<file path="src/rtl/ksa_shuffle_ctrl.sv">
// RC4 key-scheduling shuffle sequencer for a 256x8 single-port S memory.
// Each iteration: read S[i], update j, read S[j], then write the swap (S[i] first, then S[j]).
module ksa_shuffle_ctrl #(
  parameter int KEY_LEN  = 3,
  parameter int READ_LAT = 2
) (
  input  logic                 CLOCK_50,
  input  logic                 reset,
  input  logic                 start,
  input  logic [8*KEY_LEN-1:0] secret_key,
  output logic [7:0]           mem_addr,
  output logic [7:0]           mem_wdata,
  output logic                 mem_wren,
  input  logic [7:0]           mem_q,
  output logic                 busy,
  output logic                 done
);

  localparam int KW  = (KEY_LEN  > 1) ? $clog2(KEY_LEN)  : 1;
  localparam int WCW = (READ_LAT > 1) ? $clog2(READ_LAT) : 1;
  localparam logic [KW-1:0]  K_LAST = KW'(KEY_LEN - 1);
  localparam logic [WCW-1:0] W_LAST = WCW'((READ_LAT > 1) ? READ_LAT - 2 : 0);

  typedef enum logic [3:0] {
    IDLE, RD_I, WAIT_I, GET_I, RD_J, WAIT_J, GET_J, WR_I, WR_J, DONE
  } state_t;

  state_t               state, state_nxt;
  logic [7:0]           i_r, i_nxt, j_r, j_nxt, si_r, si_nxt, sj_r, sj_nxt;
  logic [KW-1:0]        k_r, k_nxt;
  logic [WCW-1:0]       w_r, w_nxt;
  logic [8*KEY_LEN-1:0] key_r, key_nxt;
  logic [7:0]           kbyte;

  // Key byte 0 is the most significant byte of the latched key.
  always_comb begin
    kbyte = key_r[8*KEY_LEN-1 -: 8];
    for (int b = 0; b < KEY_LEN; b++)
      if (k_r == KW'(b)) kbyte = key_r[8*(KEY_LEN-b)-1 -: 8];
  end

  always_ff @(posedge CLOCK_50) begin
    if (reset) begin
      state <= IDLE;
      i_r   <= '0;
      j_r   <= '0;
      k_r   <= '0;
      w_r   <= '0;
      si_r  <= '0;
      sj_r  <= '0;
      key_r <= '0;
    end else begin
      state <= state_nxt;
      i_r   <= i_nxt;
      j_r   <= j_nxt;
      k_r   <= k_nxt;
      w_r   <= w_nxt;
      si_r  <= si_nxt;
      sj_r  <= sj_nxt;
      key_r <= key_nxt;
    end
  end

  always_comb begin
    state_nxt = state;
    i_nxt     = i_r;
    j_nxt     = j_r;
    k_nxt     = k_r;
    w_nxt     = w_r;
    si_nxt    = si_r;
    sj_nxt    = sj_r;
    key_nxt   = key_r;
    mem_addr  = '0;
    mem_wdata = '0;
    mem_wren  = 1'b0;
    busy      = 1'b1;
    done      = 1'b0;

    case (state)
      IDLE, DONE: begin
        busy = 1'b0;
        done = (state == DONE);
        if (start) begin
          state_nxt = RD_I;
          key_nxt   = secret_key;
          i_nxt     = '0;
          j_nxt     = '0;
          k_nxt     = '0;
        end
      end
      RD_I: begin
        mem_addr  = i_r;
        w_nxt     = '0;
        state_nxt = (READ_LAT > 1) ? WAIT_I : GET_I;
      end
      WAIT_I: begin
        mem_addr = i_r;
        if (w_r == W_LAST) state_nxt = GET_I;
        else               w_nxt     = w_r + WCW'(1);
      end
      GET_I: begin
        mem_addr  = i_r;
        si_nxt    = mem_q;
        j_nxt     = j_r + mem_q + kbyte;
        state_nxt = RD_J;
      end
      RD_J: begin
        mem_addr  = j_r;
        w_nxt     = '0;
        state_nxt = (READ_LAT > 1) ? WAIT_J : GET_J;
      end
      WAIT_J: begin
        mem_addr = j_r;
        if (w_r == W_LAST) state_nxt = GET_J;
        else               w_nxt     = w_r + WCW'(1);
      end
      GET_J: begin
        mem_addr  = j_r;
        sj_nxt    = mem_q;
        state_nxt = WR_I;
      end
      WR_I: begin
        mem_addr  = i_r;
        mem_wdata = sj_r;
        mem_wren  = 1'b1;
        state_nxt = WR_J;
      end
      WR_J: begin
        // When i==j both writes hit the same address with si, leaving S unchanged.
        mem_addr  = j_r;
        mem_wdata = si_r;
        mem_wren  = 1'b1;
        k_nxt     = (k_r == K_LAST) ? '0 : k_r + KW'(1);
        if (i_r == 8'hFF) begin
          state_nxt = DONE;
        end else begin
          i_nxt     = i_r + 8'd1;
          state_nxt = RD_I;
        end
      end
      default: state_nxt = IDLE;
    endcase
  end

endmodule

</file>
<file path="config.mk">
export PLATFORM = sky130hd
export DESIGN_NAME = ksa_shuffle_ctrl
export DESIGN_NICKNAME = d
export VERILOG_FILES = /design/src/rtl/ksa_shuffle_ctrl.sv
export SDC_FILE = /design/constraint.sdc
export NUM_CORES = 1
export LEC_CHECK = 0
export CAP_MARGIN = 15
export CORE_UTILIZATION = 30
export DETAILED_ROUTE_END_ITERATION = 10
export GPL_ROUTABILITY_DRIVEN = 0
export PLACE_DENSITY = 0.58
export SYNTH_ARGS = -nofsm -noshare
export SYNTH_HDL_FRONTEND = slang
export SYNTH_SLANG_ARGS = --single-unit
</file>
<file path="constraint.sdc">
create_clock -name CLOCK_50 -period 3 [get_ports CLOCK_50]
set_clock_uncertainty 0.2 [all_clocks]
set_input_delay 0.6 -clock CLOCK_50 [delete_from_list [all_inputs] [get_ports CLOCK_50]]
set_output_delay 0.6 -clock CLOCK_50 [all_outputs]
set_load 0.01 [all_outputs]
</file>
==> results.sh, run 1 <==
export IMPL_path_class="reg2reg"
export IMPL_hold_start="si_r[4]$_SDFFE_PP0P_"
export IMPL_initial_core_util_pct=31.2
export IMPL_p_comb_share_pct=16.4
export IMPL_critical_path_depth=13
export IMPL_nNetsFinal=508
export IMPL_die_y_um=106
export IMPL_power_density_mw_per_mm2=498
export IMPL_final_max_slew_viol_count=0
export IMPL_synth_seq_cells=62
export IMPL_synthArstFlopShare_pct=0
export IMPL_irDropWorstVdd_uv=246
export IMPL_path_delay_family="adder cells"
export IMPL_slowest_delay_ps=440
export IMPL_p_int_uw=1630
export IMPL_reg2reg_depth=13
export IMPL_finalHoldViolCount=0
export IMPL_wirelength_um=8100
export IMPL_ios=54
export IMPL_dp_hpwl_um=5830
export IMPL_row_count=37
export IMPL_power_total_uw=2180
export IMPL_period_share_pct=97.5
export IMPL_switchingPower_uw=556
export IMPL_grt_pass1_vias=2950
export IMPL_pwr_share_seq_pct=40.9
export IMPL_core_region_area_mm2=0.0104
export IMPL_drt_first_pass_iters=4
export IMPL_viasPerCell=4.84
export IMPL_cts_buffers=9
export IMPL_wl_per_cell_um=13.5
export IMPL_hold_class="reg2reg"
export IMPL_track_usage_pct=15.2
export IMPL_clock_latency_ps=330
export IMPL_grt_remaining_overflow=0
export IMPL_cts_tree="done"
export IMPL_ctsLongestPathBuffers=2
export IMPL_r2r_start="k_r[1]$_SDFFE_PP0P_"
export IMPL_drtIter0Drc=119
export IMPL_cp_start_kind="register"
export IMPL_cp_slowest_cell="fa_1"
export IMPL_worstMarginPinSlew_ps=584
export IMPL_synth_area_mm2=0.00323
export IMPL_final_util_pct=42.3
export IMPL_synth_nets=447
export IMPL_slew_headroom_pct=61.1
export IMPL_drv_cap=0
export IMPL_rsz0062_at_grt="yes"
export IMPL_design_area_mm2=0.00438
export IMPL_ys_types=53
export IMPL_pre_cts_ws_ps=-287
export IMPL_holdPathStages=2
export IMPL_finalSetupViolCount=0
export IMPL_p_leak_uw=0.00159
export IMPL_grt_pass1_wl_um=13700
export IMPL_end_kind="register"
export IMPL_timing_critical_path_from="k_r[1]$_SDFFE_PP0P_"
export IMPL_syn_avg_cell_area_um2=8.14
export IMPL_synth_edf_count=0
export IMPL_ys_flop_type="dfxtp_1"
export IMPL_clkPwrFrac_pct=42.6
export IMPL_cts_root_buf="clkbuf_8"
export IMPL_dieArea_mm2=0.0112
export IMPL_drive_gt1_share_pct=16.0
export IMPL_status="complete, no violations"
export IMPL_arrival_ps=3010
export IMPL_placed_area_mm2=0.00398
export IMPL_clock_sinks=62
export IMPL_grt_max_degree=33
export IMPL_antenna_cells=0
export IMPL_vias=2899
export IMPL_port_buffers=53
export IMPL_die_w_um=106
export IMPL_final_common_cell="nand2_1"
export IMPL_period_needed_ps=2930
export IMPL_worstPathMaxFanout=3
export IMPL_area_growth_pct=35.5
export IMPL_setup_ws_ps=74.0
export IMPL_drtAntennaViolNets=0
export IMPL_yosysWarnings=0
export IMPL_cp_data_required_time_ps=3080
export IMPL_cts_max_level=3
export IMPL_route_detailed_drc=0
export IMPL_cp_cell_sequence="nand2b_4 -> buf_6 -> o22ai_4 -> nor2_4 -> fa_1 -> ha_2 -> inv_2 -> fa_2 -> nor2b_4 -> o31ai_4 -> a21oi_2 -> or4_1 -> nand3_1"
export IMPL_crit_buf_inv=2
export IMPL_switching_share_pct=25.5
export IMPL_antenna_found_initial=0
export IMPL_synthCells=397
export IMPL_max_freq_mhz=342
export IMPL_yosysSeqAreaShare_pct=38.4
export IMPL_layout_common_cells="nand2_1 (80), dfxtp_1 (57), clkdlybuf4s50_1 (51), nor2_1 (40), a21oi_1 (40)"
export IMPL_cts_reportedPaths_clkPinSlew_ps=70
cell families (layout without fill, tap and decap cells):
kind of cell / Yosys count / count (layout) / share of synthesized area, %
flip-flops: 62 / 62 / 38.4
XOR/XNOR: 11 / 11 / 3.21
multiplexers: 12 / 12 / 3.72
buffers and inverters: 37 / 103 / 4.95
AO/OA/AOI/OAI: 93 / 93 / 18.0
adder cells (fa/ha/maj): 15 / 15 / 7.66
AND/OR/NAND/NOR: 167 / 167 / 24.1
cells in the mapped netlist (all sizes together), types with 3 or more instances:
cell     n  area [µm²]
nand3    9        45.0
a21oi   41         205
inv      9        33.8
a22o     8        70.1
o21ai   13        65.1
fa       8         160
o22ai    6        37.5
nand2   81         304
nor2    44         168
xnor2    9        86.3
nor3     5        25.0
a22oi   10        75.1
dfxtp   62        1240
nor3b    3        22.5
mux2i   12         120
ha       7        87.6
and2     3        18.8
buf     10        58.8
a31oi    4        40.0
clkbuf  18        67.6
final cells by class:
| class | instances | area (µm²) |
|---|---|---|
| Clock buffer | 11 | 151 |
| Fill cell | 1058 | 5990 |
| Multi-Input combinational cell | 298 | 1950 |
| Inverter | 9 | 33.8 |
| Clock inverter | 5 | 105 |
| Tap cell | 136 | 170 |
| Timing Repair Buffer | 78 | 723 |
| Sequential cell | 62 | 1250 |
worst paths after layout:
kind	end	slack [ps]
min	si_r[4]$_SDFFE_PP0P_	250
min reg2reg	si_r[4]$_SDFFE_PP0P_	250
max reg2reg	j_r[7]$_SDFFE_PP0P_	70
max	j_r[7]$_SDFFE_PP0P_	70
per-stage QoR:
step | std cells | TNS [ps] | hold WS [ps]
6_report | 599 | 0 | 255
5_1_grt | 599 | -109 | 272
4_1_cts | 597 | 0 | 258
3_5_place_dp | 581 | -710 | 247
3_3_place_gp | 581 | -581 | 242
2_1_floorplan | 397 | 0 | 233
routing by layer:
| metal | up-vias | part of all wire [%] | GRT usage [%] |
|---|---|---|---|
| met2 | 74 | 46 | 25.4 |
| met5 | - | 0 | 0 |
| met1 | 1330 | 48 | 19.6 |
| met3 | 13 | 4.5 | 3.28 |
| li1 | 1482 | - | - |
| met4 | 0 | 1.8 | 4.37 |
sequential cells by signal, indices dropped and copies added (netlist names):
name   cells
sj_r       8
k_r        2
i_r        8
si_r       8
state      4
key_r     24
j_r        8
power groups by stage:
stage,combinational (µW),clock [µW],sequential [µW]
finish,359,930,893
CTS,341,949,892
global route,403,984,898
floorplan,212,0,899
global placement,327,0,909
detailed placement,336,0,910
repair_timing:
action	in CTS	in global routing
buffers inserted	0	2
hold buffers	0	0
gates cloned	0	0
endpoints found under the setup margin	19	13
gates resized for setup	10	26
pin swaps	0	7
tightest hold or removal path, delay by kind of cell (launching register included):
family	cells	cell delay [ps]
simple gates	1	50
flops	1	310
compound gates	1	50
Note: power is estimated with default switching activity, not from simulation.
==> inputs of run 2 (changes only) <==
--- a/config.mk
+++ b/config.mk
@@ -9,6 +9,7 @@
 export CORE_UTILIZATION = 30
 export DETAILED_ROUTE_END_ITERATION = 10
 export GPL_ROUTABILITY_DRIVEN = 0
+export GPL_TIMING_DRIVEN = 0
 export PLACE_DENSITY = 0.58
 export SYNTH_ARGS = -nofsm -noshare
 export SYNTH_HDL_FRONTEND = slang
==> run 2 against run 1 <==
The run now ends with setup timing left. Via count grew 2.1%. Sequential power shrank 0.4%. Cell count grew 1.5%. Flip-flop and latch count is the same. Die area is the same. Count of clock-buffer cells in the layout is the same. Non-clock buffer count grew 9. Core utilization is essentially flat. Critical path depth shrank 1. Critical path type unchanged. Largest power group is now registers.
==> results.sh, run 2 (synthesized netlist as in run 1, its figures left out) <==
export IMPL_crit_buf_inv=2
export IMPL_die_y_um=106
export IMPL_finalHoldViolCount=0
export IMPL_cts_hold_buf=0
export IMPL_grt_pass1_vias=2832
export IMPL_vias=2961
export IMPL_drive_gt1_share_pct=14.8
export IMPL_path_delay_family="adder cells"
export IMPL_area_growth_pct=35.6
export IMPL_dp_hpwl_um=6230
export IMPL_period_share_pct=100
export IMPL_hold_class="reg2reg"
export IMPL_cts_root_buf="clkbuf_8"
export IMPL_cts_buffers=9
export IMPL_placed_area_mm2=0.00393
export IMPL_worstPathMaxFanout=7
export IMPL_status="finished with violations"
export IMPL_end_kind="register"
export IMPL_period_needed_ps=3010
export IMPL_cp_cell_sequence="nand2b_4 -> clkbuf_16 -> buf_4 -> o22ai_1 -> nor2_1 -> fa_1 -> ha_4 -> o21a_1 -> o31ai_2 -> a21oi_2 -> or4_1 -> nand3_1"
export IMPL_final_util_pct=42.3
export IMPL_antenna_found_initial=0
export IMPL_pwr_share_seq_pct=44.1
export IMPL_grt_max_degree=12
export IMPL_track_usage_pct=15.8
export IMPL_pre_cts_ws_ps=-392
export IMPL_cp_data_required_time_ps=3080
export IMPL_grt_remaining_overflow=0
export IMPL_regMostFlops="key_r"
export IMPL_initial_core_util_pct=31.2
export IMPL_final_max_slew_viol_count=0
export IMPL_p_int_uw=1450
export IMPL_wirelength_um=8690
export IMPL_route_detailed_drc=0
export IMPL_cts_reportedPaths_clkPinSlew_ps=70
export IMPL_power_density_mw_per_mm2=460
export IMPL_dieArea_mm2=0.0112
export IMPL_failed_checks="setup timing"
export IMPL_slowest_delay_ps=540
export IMPL_ios=54
export IMPL_switching_share_pct=28.3
export IMPL_row_count=37
export IMPL_drtIter0Drc=116
export IMPL_cp_start_kind="register"
export IMPL_antenna_cells=0
export IMPL_ctsLongestPathBuffers=2
export IMPL_irDropWorstVdd_uv=213
export IMPL_power_total_uw=2020
export IMPL_largest_register_ffs=24
export IMPL_design_area_mm2=0.00438
export IMPL_viasPerCell=4.87
export IMPL_max_freq_mhz=333
export IMPL_setup_ws_ps=-6.70
export IMPL_clock_sinks=62
export IMPL_cp_slowest_cell="fa_1"
export IMPL_slew_headroom_pct=60.8
export IMPL_worstMarginPinSlew_ps=588
export IMPL_wl_per_cell_um=14.3
export IMPL_port_buffers=52
export IMPL_cts_max_level=3
export IMPL_switchingPower_uw=570
export IMPL_p_leak_uw=0.00156
export IMPL_fin_hold_ws_ps=256
export IMPL_die_w_um=106
export IMPL_arrival_ps=3090
export IMPL_path_class="reg2reg"
export IMPL_drt_first_pass_iters=4
export IMPL_cts_tree="done"
export IMPL_nNetsFinal=517
export IMPL_layout_common_cells="nand2_1 (80), dfxtp_1 (58), clkdlybuf4s50_1 (52), nor2_1 (40), a21oi_1 (40)"
export IMPL_p_comb_share_pct=17.7
export IMPL_drv_cap=0
export IMPL_final_common_cell="nand2_1"
export IMPL_finalSetupViolCount=1
export IMPL_clock_latency_ps=350
export IMPL_rsz0062_at_grt="yes"
export IMPL_clkPwrFrac_pct=38.2
export IMPL_grt_pass1_wl_um=13800
export IMPL_drtAntennaViolNets=0
export IMPL_core_region_area_mm2=0.0104
run 2: cell types whose count changed in the layout (fill, tap and decap cells not counted), moves of 2 or more:
cell / previous run / this run
buf_4: 23 / 8
clkbuf_1: 0 / 12
buf_2: 1 / 8
bufinv_16: 3 / 1
dfxtp_2: 4 / 2
run 2: layer usage:
metal,vias up,share of wire [%],GRT usage [%]
met5,-,0,0
met4,0,1.5,4.86
met3,10,4.4,4.39
met2,80,47,25.2
met1,1365,47,20.7
li1,1506,-,-
run 2: cell type report:
class | count | area (µm²)
Fill cell | 1088 | 5990
Multi-Input combinational cell | 298 | 1960
Sequential cell | 62 | 1250
Timing Repair Buffer | 61 | 588
Buffer | 26 | 173
Tap cell | 136 | 170
Clock buffer | 11 | 151
Clock inverter | 5 | 57.6
Inverter | 9 | 33.8
run 2: worst paths after layout:
path,slack [ps],startpoint,end,cells past startpoint
worst max-delay path,-7,k_r[1]$_SDFFE_PP0P_,j_r[7]$_SDFFE_PP0P_,12
worst min-delay path,260,key_r[20]$_SDFFE_PP0P_,key_r[20]$_SDFFE_PP0P_,2
worst max register to register,-7,k_r[1]$_SDFFE_PP0P_,j_r[7]$_SDFFE_PP0P_,12
worst min register to register,260,key_r[20]$_SDFFE_PP0P_,key_r[20]$_SDFFE_PP0P_,2
run 2: timing repair:
item,in CTS,in global routing
cloned,0,1
pin swaps,7,7
endpoints found under the setup margin,22,20
setup buffers,5,3
gates resized for setup,33,14
endpoints found under the hold margin,0,0
run 2: per-stage QoR:
stage / std cells / TNS (ps)
global route: 608 / -128
global placement: 585 / -924
detailed placement: 585 / -972
CTS: 604 / -130
finish: 608 / -6.70
floorplan: 397 / 0
run 2: power by group through the flow:
stage	Sequential (µW)	Clock, µW	Combinational, µW
after global routing	893	823	398
final	889	770	356
after CTS	887	787	338
after global placement	905	0	322
after floorplan	899	0	212
after detailed placement	906	0	327
run 2: worst reg2reg max path: stages, from the launching register on:
cell	delay (ps)
dfxtp_4	360
nand2b_4	140
clkbuf_16	160
buf_4	150
o22ai_1	200
nor2_1	90
fa_1	540
ha_4	230
o21a_1	180
o31ai_2	80
a21oi_2	100
or4_1	410
nand3_1	90
==> inputs of run 3 (changes only) <==
--- a/config.mk
+++ b/config.mk
@@ -6,11 +6,11 @@
 export NUM_CORES = 1
 export LEC_CHECK = 0
 export CAP_MARGIN = 15
-export CORE_UTILIZATION = 30
+export CORE_UTILIZATION = 45
 export DETAILED_ROUTE_END_ITERATION = 10
 export GPL_ROUTABILITY_DRIVEN = 0
 export GPL_TIMING_DRIVEN = 0
-export PLACE_DENSITY = 0.58
+export PLACE_DENSITY = 0.78
 export SYNTH_ARGS = -nofsm -noshare
 export SYNTH_HDL_FRONTEND = slang
 export SYNTH_SLANG_ARGS = --single-unit
==> run 3 against run 2 <==
The run now ends clean. First-iteration DRC count grew 79%. Worst setup slack improved by 72 ps. Count of clock-buffer cells in the layout increased by 1. Global-route usage up 7.5 points. Via count rose by 2.7%. Core utilization increased by 21 points. Cell count decreased by 5.9%. Combinational power is essentially flat. Die area shrank 33%. Register-to-register slack improved by 70 ps. Sequential power barely moved. Wire length fell by 3.3%. Critical path type unchanged.
==> results.sh, run 3 (synthesized netlist as in run 1, its figures left out) <==
export IMPL_ctsLongestPathBuffers=2
export IMPL_finalHoldViolCount=0
export IMPL_viasPerCell=5.32
export IMPL_dp_hpwl_um=5870
export IMPL_worstPathMaxFanout=5
export IMPL_grt_pass1_vias=2853
export IMPL_grt_max_degree=11
export IMPL_finalSetupViolCount=0
export IMPL_seq_area_mm2=0.00125
export IMPL_worstMarginPinSlew_ps=561
export IMPL_end_kind="register"
export IMPL_rr_endpoint="j_r[7]$_SDFFE_PP0P_"
export IMPL_arrival_ps=3020
export IMPL_clock_sinks=62
export IMPL_max_freq_mhz=341
export IMPL_hold_class="reg2reg"
export IMPL_wirelength_um=8400
export IMPL_fillers=588
export IMPL_drt_first_pass_iters=5
export IMPL_antenna_cells=0
export IMPL_drive_gt1_share_pct=14.7
export IMPL_power_density_mw_per_mm2=458
export IMPL_critPathCapture="j_r[7]$_SDFFE_PP0P_"
export IMPL_clock_latency_ps=340
export IMPL_core_region_area_mm2=0.00687
export IMPL_layout_common_cells="nand2_1 (80), dfxtp_1 (60), clkdlybuf4s50_1 (45), nor2_1 (41), a21oi_1 (40)"
export IMPL_period_needed_ps=2930
export IMPL_regMostFlops="key_r"
export IMPL_final_max_slew_viol_count=0
export IMPL_largest_register_ffs=24
export IMPL_row_count=30
export IMPL_final_common_cell="nand2_1"
export IMPL_timing_critical_path_from="k_r[1]$_SDFFE_PP0P_"
export IMPL_r2r_start="k_r[1]$_SDFFE_PP0P_"
export IMPL_cts_root_buf="clkbuf_8"
export IMPL_period_share_pct=97.8
export IMPL_track_usage_pct=23.3
export IMPL_path_class="reg2reg"
export IMPL_multi_input_area_mm2=0.00194
export IMPL_drtIter0Drc=208
export IMPL_initial_core_util_pct=47.1
export IMPL_drtAntennaViolNets=0
export IMPL_status="complete, no violations"
export IMPL_grt_remaining_overflow=0
export IMPL_port_buffers=52
export IMPL_rsz0062_at_grt="yes"
export IMPL_route_detailed_drc=0
export IMPL_grt_pass1_wl_um=13300
export IMPL_p_leak_uw=0.00172
export IMPL_wl_per_cell_um=14.7
export IMPL_cts_hold_buf=0
export IMPL_rrSetupSlack_ps=70
export IMPL_reg2reg_depth=13
export IMPL_tns_ps=0
export IMPL_antenna_found_initial=0
export IMPL_cts_buffers=9
export IMPL_cts_tree="done"
export IMPL_irDropWorstVdd_uv=246
export IMPL_dieArea_mm2=0.00753
export IMPL_area_growth_pct=34.0
export IMPL_cp_start_kind="register"
export IMPL_ios=54
export IMPL_vias=3041
export IMPL_slew_headroom_pct=62.5
export IMPL_cts_reportedPaths_clkPinSlew_ps=70
export IMPL_die_w_um=86.8
export IMPL_cts_max_level=3
export IMPL_nNetsFinal=521
export IMPL_die_y_um=86.8
export IMPL_fin_hold_ws_ps=254
export IMPL_cp_data_required_time_ps=3090
export IMPL_drv_cap=0
## run 3: changes by cell type in the layout (fill, tap and decap cells not counted), moves of 2 or more
cell             previous run  this run
dfxtp_1                    58        60
buf_4                       8        15
ha_4                        2         0
ha_1                        4         6
clkdlybuf4s50_1            52        45
clkinvlp_4                  3         0
buf_6                       3         1
dfxtp_2                     2         0
clkinv_2                    1         3
dlymetal6s2s_1              0         7
## run 3: worst max-delay path: stages, from the launching register on
cell      delay, ps
dfxtp_4         360
nand2b_4        160
buf_8           140
o22ai_4         180
nor2_2           70
fa_1            430
ha_2            210
inv_2            60
fa_2            220
nor2b_4          60
o31ai_4         210
a21oi_2          90
or4_1           400
nand3_1          80
## run 3: worst min-delay path by stage
| stage | from | end | slack (ps) | depth (start not counted) |
|---|---|---|---|---|
| floorplan | key_r[22]$_SDFFE_PP0P_ | key_r[22]$_SDFFE_PP0P_ | 230 | 2 |
| global placement | key_r[22]$_SDFFE_PP0P_ | key_r[22]$_SDFFE_PP0P_ | 240 | 2 |
| detailed placement | key_r[8]$_SDFFE_PP0P_ | key_r[8]$_SDFFE_PP0P_ | 250 | 2 |
| CTS | si_r[2]$_SDFFE_PP0P_ | si_r[2]$_SDFFE_PP0P_ | 260 | 2 |
| global route | key_r[14]$_SDFFE_PP0P_ | key_r[14]$_SDFFE_PP0P_ | 270 | 2 |
| finish | si_r[2]$_SDFFE_PP0P_ | si_r[2]$_SDFFE_PP0P_ | 250 | 2 |
## run 3: power breakdown
| group | internal, µW | leakage [µW] | switching (µW) |
|---|---|---|---|
| logic | 156 | 0.00111 | 197 |
| registers | 859 | 0.000505 | 29.0 |
| clock network | 425 | 0.000106 | 317 |
## run 3: repair_timing
| item | in CTS | in global routing |
|---|---|---|
| setup endpoints to repair | 22 | 21 |
| gates resized for setup | 26 | 25 |
| buffers inserted | 7 | 5 |
| pin swaps | 6 | 8 |
| cloned | 1 | 0 |
## run 3: through the flow
step	setup slack [ps]	instances	area [µm²]	util, %	power (µW)
3_5_place_dp	-429	545	3880	56.4	1230
4_1_cts	-27.9	567	4220	61.5	1980
2_1_floorplan	15.5	397	3240	-	1110
5_1_grt	-79.6	572	4330	63.1	2070
6_report	65.7	572	4330	63.1	1980
3_3_place_gp	-360	545	3880	56.4	1220
## run 3: cell type report
cell class                 instances  area share [%]
clock inverter                     4            1.04
inverter                           9           0.780
tap                               96            2.77
multi-input combinational        298            44.9
buffer                            26            3.44
sequential                        62            28.8
clock buffer                      12            3.58
timing repair buffer              65            14.7
## run 3: per-layer routing
layer	wire, µm	global-route usage [%]
met1	3680	30.2
met2	4080	37.6
met3	408	3.71
met4	235	12.0
met5	0	0
